`src/rtl/cpu_run_ctrl_pkg.sv`:
```
// Shared types and constants for the CPU run controller: FSM state, run mode,
// halt opcode default and the CPU opcode field encodings.
package cpu_run_ctrl_pkg;

  typedef enum logic [1:0] {
    ST_IDLE  = 2'd0,
    ST_FETCH = 2'd1,
    ST_EXEC  = 2'd2,
    ST_HALT  = 2'd3
  } state_t;

  typedef enum logic {
    MODE_RUN  = 1'b0,
    MODE_STEP = 1'b1
  } mode_t;

  localparam logic [7:0] HALT_INSTR_DEF = 8'hFF;
  localparam int         MAX_INSTR_DEF  = 1000;
  localparam int         CNT_W_DEF      = 16;

  // Top two opcode bits of a CPU instruction
  localparam logic [1:0] OP_ADD   = 2'b00;
  localparam logic [1:0] OP_LOAD  = 2'b01;
  localparam logic [1:0] OP_STORE = 2'b10;
  localparam logic [1:0] OP_JMP   = 2'b11;

endpackage

```
`src/rtl/cpu_run_ctrl_imem_port_mux.sv`:
```
// Single-port instruction RAM arbitration: an accepted loader write owns the
// port, otherwise the CPU program counter addresses it for fetch.
module imem_port_mux (
  input  logic       i_load_sel,
  input  logic [7:0] i_load_addr,
  input  logic [7:0] i_load_data,
  input  logic [7:0] i_cpu_pc,
  output logic [7:0] o_mem_addr,
  output logic       o_mem_we,
  output logic [7:0] o_mem_wdata
);

  always_comb begin
    o_mem_addr  = i_load_sel ? i_load_addr : i_cpu_pc;
    o_mem_we    = i_load_sel;
    o_mem_wdata = i_load_sel ? i_load_data : 8'h00;
  end

endmodule

```
`src/rtl/cpu_run_ctrl.sv`:
```
// Run controller between the 8-bit CPU and its instruction RAM: fetch/execute
// sequencing with run, step, halt request, halt opcode and retired-count watchdog.
module cpu_run_ctrl
  import cpu_run_ctrl_pkg::*;
#(
  parameter logic [7:0] HALT_INSTR = HALT_INSTR_DEF,
  parameter int         MAX_INSTR  = MAX_INSTR_DEF,
  parameter int         CNT_W      = CNT_W_DEF
) (
  input  logic             CLK,
  input  logic             reset,
  input  logic             start,
  input  logic             step,
  input  logic             halt_req,
  input  logic             clear,
  input  logic             load_valid,
  input  logic [7:0]       load_addr,
  input  logic [7:0]       load_data,
  output logic             load_ready,
  input  logic [7:0]       cpu_pc,
  output logic [7:0]       cpu_instr,
  output logic             cpu_en,
  output logic             cpu_rst,
  output logic [7:0]       mem_addr,
  output logic             mem_we,
  output logic [7:0]       mem_wdata,
  input  logic [7:0]       mem_rdata,
  output logic             runningLED,
  output logic             halted,
  output logic             timeout,
  output logic [CNT_W-1:0] instr_count
);

  localparam bit               LP_WD_EN = (MAX_INSTR != 0);
  localparam logic [CNT_W-1:0] LP_WD_MAX = CNT_W'(MAX_INSTR);

  state_t           r_state, w_state_nxt;
  mode_t            r_mode;
  logic             r_stop;
  logic             r_timeout;
  logic             r_cpu_rst;
  logic [CNT_W-1:0] r_cnt;

  logic             w_is_halt, w_exec_ok, w_idle_hlt, w_clear_acc;
  logic             w_go, w_wd_hit, w_stop_now, w_load_sel;
  logic [CNT_W-1:0] w_cnt_inc;

  assign w_is_halt   = (mem_rdata == HALT_INSTR);
  assign w_exec_ok   = (r_state == ST_EXEC) && !w_is_halt;
  assign w_idle_hlt  = (r_state == ST_IDLE) || (r_state == ST_HALT);
  assign w_clear_acc = clear && w_idle_hlt;
  assign w_go        = start || step;
  assign w_cnt_inc   = (&r_cnt) ? r_cnt : r_cnt + 1'b1;
  assign w_wd_hit    = LP_WD_EN && (w_cnt_inc == LP_WD_MAX);
  // A halt request or watchdog hit in the last EXEC cycle still stops this exit
  assign w_stop_now  = r_stop || halt_req || (w_exec_ok && w_wd_hit);
  assign w_load_sel  = load_valid && load_ready;

  // State register
  always_ff @(posedge CLK) begin
    if (reset) r_state <= ST_IDLE;
    else       r_state <= w_state_nxt;
  end

  // Next-state logic
  always_comb begin
    w_state_nxt = r_state;
    case (r_state)
      ST_IDLE:  if (w_go) w_state_nxt = ST_FETCH;
      ST_FETCH: w_state_nxt = ST_EXEC;
      ST_EXEC: begin
        if (w_is_halt)                              w_state_nxt = ST_HALT;
        else if (r_mode == MODE_RUN && !w_stop_now) w_state_nxt = ST_FETCH;
        else if (r_mode == MODE_STEP)               w_state_nxt = ST_IDLE;
        else                                        w_state_nxt = ST_HALT;
      end
      ST_HALT:  if (clear) w_state_nxt = ST_IDLE;
      default:  w_state_nxt = ST_IDLE;
    endcase
  end

  // Outputs; reset masks anything that could disturb the CPU or RAM mid-abort
  always_comb begin
    cpu_en     = w_exec_ok && !reset;
    cpu_instr  = (r_state == ST_EXEC && !reset) ? mem_rdata : 8'h00;
    load_ready = w_idle_hlt && !reset;
    runningLED = (r_state == ST_FETCH) || (r_state == ST_EXEC);
    halted     = (r_state == ST_HALT);
  end

  // Run mode, stop flag, counter, watchdog flag and CPU reset stretch
  always_ff @(posedge CLK) begin
    if (reset) begin
      r_mode    <= MODE_RUN;
      r_stop    <= 1'b0;
      r_cnt     <= '0;
      r_timeout <= 1'b0;
      r_cpu_rst <= 1'b1;
    end else begin
      r_cpu_rst <= w_clear_acc;
      if (r_state == ST_IDLE && w_go)
        r_mode <= start ? MODE_RUN : MODE_STEP;
      // EXEC always exits, so any pending stop is consumed there
      if (w_clear_acc || r_state == ST_EXEC) r_stop <= 1'b0;
      else if (r_state == ST_FETCH && halt_req) r_stop <= 1'b1;
      if (w_clear_acc)    r_cnt <= '0;
      else if (w_exec_ok) r_cnt <= w_cnt_inc;
      if (w_clear_acc)                r_timeout <= 1'b0;
      else if (w_exec_ok && w_wd_hit) r_timeout <= 1'b1;
    end
  end

  assign cpu_rst     = reset || r_cpu_rst;
  assign timeout     = r_timeout;
  assign instr_count = r_cnt;

  imem_port_mux u_mux (
    .i_load_sel  (w_load_sel),
    .i_load_addr (load_addr),
    .i_load_data (load_data),
    .i_cpu_pc    (cpu_pc),
    .o_mem_addr  (mem_addr),
    .o_mem_we    (mem_we),
    .o_mem_wdata (mem_wdata)
  );

endmodule

```
`config.mk`:
```
export PLATFORM = sky130hd
export DESIGN_NAME = cpu_run_ctrl
export DESIGN_NICKNAME = d
export VERILOG_FILES = /design/src/rtl/cpu_run_ctrl_pkg.sv /design/src/rtl/cpu_run_ctrl_imem_port_mux.sv /design/src/rtl/cpu_run_ctrl.sv
export SDC_FILE = /design/constraint.sdc
export NUM_CORES = 1
export LEC_CHECK = 0
export BUFFER_PORTS_ARGS = -buffer_cell sky130_fd_sc_hd__buf_2
export CORE_MARGIN = 2
export CORE_UTILIZATION = 48
export DETAILED_ROUTE_END_ITERATION = 10
export PLACE_DENSITY = 0.82
export SYNTH_ARGS = -nofsm -noshare
export SYNTH_HDL_FRONTEND = slang
export SYNTH_SLANG_ARGS = --single-unit
```
`constraint.sdc`:
```
create_clock -name CLK -period 4.18 [get_ports CLK]
set_input_delay 0.627 -clock CLK [delete_from_list [all_inputs] [get_ports CLK]]
set_output_delay 0.627 -clock CLK [all_outputs]
set_load 0.005 [all_outputs]
```
**Yosys cells after proc, flatten, opt, wreduce, memory -nomap -nowiden**

Index checks and enable logic that the tools add are counted.

- Logic and storage cells: 51
- Output and inout port bits: 47
- Bits of input ports: 39
- Register bits: 22

- Multiplexer cells: 11
- $add $sub $neg: 1
- Bitwise operators: 1
- Eq/ne operators: 7
- Reductions and logical operators: 25

Operators by type and width:

| operator | number |
|---|---|
| 2-to-1 mux 8 bit | 3 |
| adder 16 x 1 -> 16 bit, second input constant | 1 |
| equality test 16 x 10 -> 1 bit, second input constant | 1 |
| 2-to-1 mux 16 bit | 1 |
| AND reduction 16 bit | 1 |
| logical AND 1 bit | 10 |
| 2-to-1 mux 2 bit | 5 |
| equality test 8 bit, second input constant | 1 |
| case mux 2 bit (4 select lines) | 1 |
| logical OR 1 bit | 7 |
| equality test 2 bit, second input constant | 2 |
| != test 2 bit, second input constant | 2 |
| OR reduction 2 bit | 2 |
| logical NOT 1 bit | 3 |
| equality test 2 x 1 -> 1 bit, second input constant | 1 |
| logical NOT 2 bit | 1 |
| AND reduction 2 bit | 1 |
| 2-to-1 mux 1 bit | 1 |
| inverter 1 bit | 1 |

**Logic depth before layout (Yosys ltp)**

- Depth after elaboration: 10
- Depth in mapped cells: 9
- Mapped depth without buffers: 7

**Cells and area by module**

From an unflattened synthesis, not the netlist that was laid out.

- Cells, all modules: 204
- Area total of the unflattened synthesis: 1640.3 um^2

Modules (own cells, without submodules):

| module | times used | area each (um^2) | sequential area each (um^2) | cells each |
|---|---|---|---|---|
| cpu_run_ctrl | 1 | 1462.7 | 440.4 | 185 |
| imem_port_mux | 1 | 177.7 | 0.0 | 19 |

**Least setup slack after synthesis**

OpenSTA, ideal clock, no wires.

- Kind: reg2out
- From: register r_state[0]
- To: output port mem_addr[0]
- Data arrival time: 1.947 ns
- Buffers on the path: 1
- Data required time: 3.553 ns
- Slack: 1.606 ns
- Stages on the path, launching flop included: 7
- Cells stage by stage: dfxtp_1 -> inv_1 -> ha_1 -> nor2_1 -> and2_1 -> clkbuf_1 -> mux2_2

- Longest elaborated chain between the ends: 5
- Elaborated cells on any way between the ends: 6

RTL lines:

| item | RTL line | source |
|---|---|---|
| start: declaration | cpu_run_ctrl.sv:37 | `state_t r_state, w_state_nxt;` |
| start signal: assignment | cpu_run_ctrl.sv:62 | `else r_state <= w_state_nxt;` |
| equality test 2 bit / logical NOT 2 bit (equally long branches) | cpu_run_ctrl.sv:50 | `assign w_idle_hlt = (r_state == ST_IDLE) \|\| (r_state == ST_HALT);` |
| logical OR 1 bit (*) | cpu_run_ctrl.sv:50 |  |
| logical AND 1 bit (*) | cpu_run_ctrl.sv:86 | `load_ready = w_idle_hlt && !reset;` |
| net load_ready | cpu_run_ctrl.sv:19 | `output logic load_ready,` |
| logical AND 1 bit (*) | cpu_run_ctrl.sv:57 | `assign w_load_sel = load_valid && load_ready;` |
| net mem_we | cpu_run_ctrl.sv:25 | `output logic mem_we,` |
| 2-to-1 mux 8 bit (*) | cpu_run_ctrl_imem_port_mux.sv:14 | `o_mem_addr = i_load_sel ? i_load_addr : i_cpu_pc;` |
| end: declaration | cpu_run_ctrl.sv:24 | `output logic [7:0] mem_addr,` |

Mark *: on every way through the listed nets, which the timed path passes. The rest lies on a longest branch.

**Final worst setup path**

- From: register r_state[0]
- To: output port mem_addr[3]

- Longest elaborated chain between the ends: 5
- Elaborated cells on any way between the ends: 6

RTL lines:

| item | RTL line |
|---|---|
| equality test 2 bit / logical NOT 2 bit (equally long branches) | cpu_run_ctrl.sv:50 |
| logical OR 1 bit (*) | cpu_run_ctrl.sv:50 |
| logical AND 1 bit (*) | cpu_run_ctrl.sv:86 |
| logical AND 1 bit (*) | cpu_run_ctrl.sv:57 |
| 2-to-1 mux 8 bit (*) | cpu_run_ctrl_imem_port_mux.sv:14 |

Mark *: on every way between the ends. The rest lies on a longest branch, timed or not.

==> flow_metrics.env <==
export IMPL_initialDrtViolationCount=60
export IMPL_avgSynthCellArea_um2=7.68
export IMPL_htree_levels=1
export IMPL_diodes=0
export IMPL_worst_path_buf_inv=2
export IMPL_worstSetupStartpointType="register"
export IMPL_skew_ns=0.00486
export IMPL_power_density_nw_per_um2=261
export IMPL_cts_sinks=22
export IMPL_clockBufferDepth=2
export IMPL_status="completed"
export IMPL_antenna_found_initial=0
export IMPL_critPathCaptureType="primary output"
export IMPL_synthCells=206
export IMPL_async_flop_share=0
export IMPL_clock_latency_ns=0.31
export IMPL_viasPerCell=5.49
export IMPL_crit_fanout=10
export IMPL_fin_cells=325
export IMPL_cts_root_buf="clkbuf_4"
export IMPL_die_height_um=61.4
export IMPL_period_needed_ns=3.12
export IMPL_critPathSlowestCell="and2_1"
export IMPL_synth_yosys_seq_area_share=0.278
export IMPL_utilization=0.654
export IMPL_grt_setup_unrepaired="no"
export IMPL_syn_nets=250
export IMPL_crit_family="simple AND/OR/NAND/NOR gates"
export IMPL_detail_route_antenna_nets=0
export IMPL_die_area_um2=3770
export IMPL_maxCapViolations=0
export IMPL_rows=20
export IMPL_final_max_slew_viol_count=0
export IMPL_start_util=0.510
export IMPL_arrival_ns=2.49
export IMPL_power_leakage_uw=0.000954
export IMPL_slowest_delay_ns=0.43
export IMPL_path_cells="inv_1 > ha_1 > nor2_1 > and2_1 > mux2_2 > buf_2"
export IMPL_crit_required_ns=3.55
export IMPL_post_cts_buffers=0
export IMPL_dp_hpwl_mm=3.41
export IMPL_grt_pass1_vias=1531
export IMPL_yosysUniqueCellTypes=43
export IMPL_p_total_uw=531
export IMPL_setup_viol=0
export IMPL_finalWeightedCongestion=0.871
export IMPL_ys_seq_elements=22
export IMPL_grt_max_degree=20
export IMPL_io_pins=86
export IMPL_fin_crit_sh=0.746
export IMPL_coreArea_um2=3100
export IMPL_clk_pin_slew_ns=0.11
export IMPL_yosysWarnings=0
export IMPL_final_nets=327
export IMPL_cts_hold_buffers=0
export IMPL_hold_class="register to register"
export IMPL_io_buffers=85
export IMPL_synth_edff_count=0
export IMPL_clock_fmax_ghz=0.321
export IMPL_crit_type="register to primary output"
export IMPL_synth_ff_type="dfxtp_1"
export IMPL_wl_per_cell_um=13.3
export IMPL_drc=0
export IMPL_dp_cells=322
export IMPL_cts_resized_gates=0
export IMPL_drive_gt1_frac=0.374
export IMPL_grt_total_usage=0.232
export IMPL_cts_tree="built"
export IMPL_overflow=0
export IMPL_cts_made_buffers=3
export IMPL_tns_ns=0
export IMPL_finalHoldViolCount=0
export IMPL_fp_dieW_um=61.4
export IMPL_relSlewSlack=0.547
export IMPL_vias=1784
export IMPL_worstMarginPinSlew_ns=0.678
export IMPL_routed_wl_mm=4.34
export IMPL_syn_cell_area_um2=1580
export IMPL_vdd_drop_max_uv=241
export IMPL_grt_pass1_wl_mm=6.64
export IMPL_dr_pass1_iters=4
export IMPL_synthToLayoutAreaGrowth_pct=28.2
==> tightest hold or removal path, stage by stage (launching register included) <==
cell	delay, ns
dfxtp_1	0.33
inv_1	0.05
a21oi_1	0.06
==> Yosys cell counts (all sizes together) (2+ instances only) <==
cell type	n	area (um^2)
and2	10	62.6
nand3	8	40.0
clkbuf	8	31.3
mux2i	3	30.0
and3	12	76.3
nor3	3	15.0
xor2	4	35.0
xnor2	7	61.3
dfxtp	22	440
buf	5	25.0
inv	6	22.5
or2	3	18.8
nand4	9	62.6
mux2	8	90.1
nor2	29	109
a21oi	10	50.1
nor4b	2	17.5
a211oi	5	42.5
ha	5	62.6
nor2b	5	31.3
and4	2	17.5
nor4	3	18.8
nand2	13	48.8
o21ai	10	50.1
==> final cells by class <==
type                    instances  area [um^2]
fillers                       311         1070
multi-input cells             165         1060
flip-flops and latches         22          440
repair buffers                 85          425
well taps                      44         55.1
clock buffers                   3         22.5
inverters                       6         22.5
==> stage by stage <==
stage               hold slack [ns]  area, um^2  setup WS [ns]
finish                        0.474        2030           1.06
global route                  0.514        2030          0.895
CTS                           0.485        2030           1.09
detailed placement            0.467        2010           1.45
global placement              0.436        2010           1.58
floorplan                     0.442        1580           1.61
==> worst paths after layout <==
check	startpoint	end	slack, ns	depth (start not counted)
max reg2reg	instr_count[0]	r_state[1]	1.43	7
min reg2reg	timeout	timeout	0.47	2
max	r_state[0]	mem_addr[3]	1.06	6
min	timeout	timeout	0.47	2
==> cell usage in the layout (no fill, tap or decap), drive strengths merged, types with 2 or more instances in the layout <==
cell type | netlist | final
buf | 5 | 85
nor2 | 29 | 29
dfxtp | 22 | 22
nand2 | 13 | 13
and3 | 12 | 12
and2 | 10 | 10
a21oi | 10 | 10
o21ai | 10 | 10
nand4 | 9 | 9
mux2 | 8 | 8
nand3 | 8 | 8
xnor2 | 7 | 7
inv | 6 | 6
nor2b | 5 | 5
ha | 5 | 5
a211oi | 5 | 5
xor2 | 4 | 4
or2 | 3 | 3
nor3 | 3 | 3
mux2i | 3 | 3
nor4 | 3 | 3
clkbuf | 8 | 3
nor4b | 2 | 2
and4 | 2 | 2
==> metal layers <==
metal  share of wire  global-route usage
met5               0                   0
met4          0.0055              0.0608
met3           0.062              0.0525
met2            0.53               0.400
met1            0.41               0.294
==> report_power, final <==
group / switching (uW) / internal (uW)
clock: 63.4 / 33.7
sequential: 12.7 / 222
combinational: 108 / 90.5
==> cell families (layout without fill, tap and decap cells) <==
| family | Yosys count | after routing | synth area share |
|---|---|---|---|
| xor+xnor | 11 | 11 | 0.0609 |
| flops | 22 | 22 | 0.278 |
| mux | 11 | 11 | 0.0759 |
| compound gates | 33 | 33 | 0.134 |
| buf+inv | 19 | 94 | 0.0498 |
| fa+ha+maj | 5 | 5 | 0.0395 |
| simple gates | 105 | 105 | 0.362 |
==> sequential cells by signal (all words and copies together), names as in the netlist <==
register	count
instr_count	16
timeout	1
r_stop	1
r_state	2
r_mode	1
r_cpu_rst	1
Power figures use the tool's default switching activity.
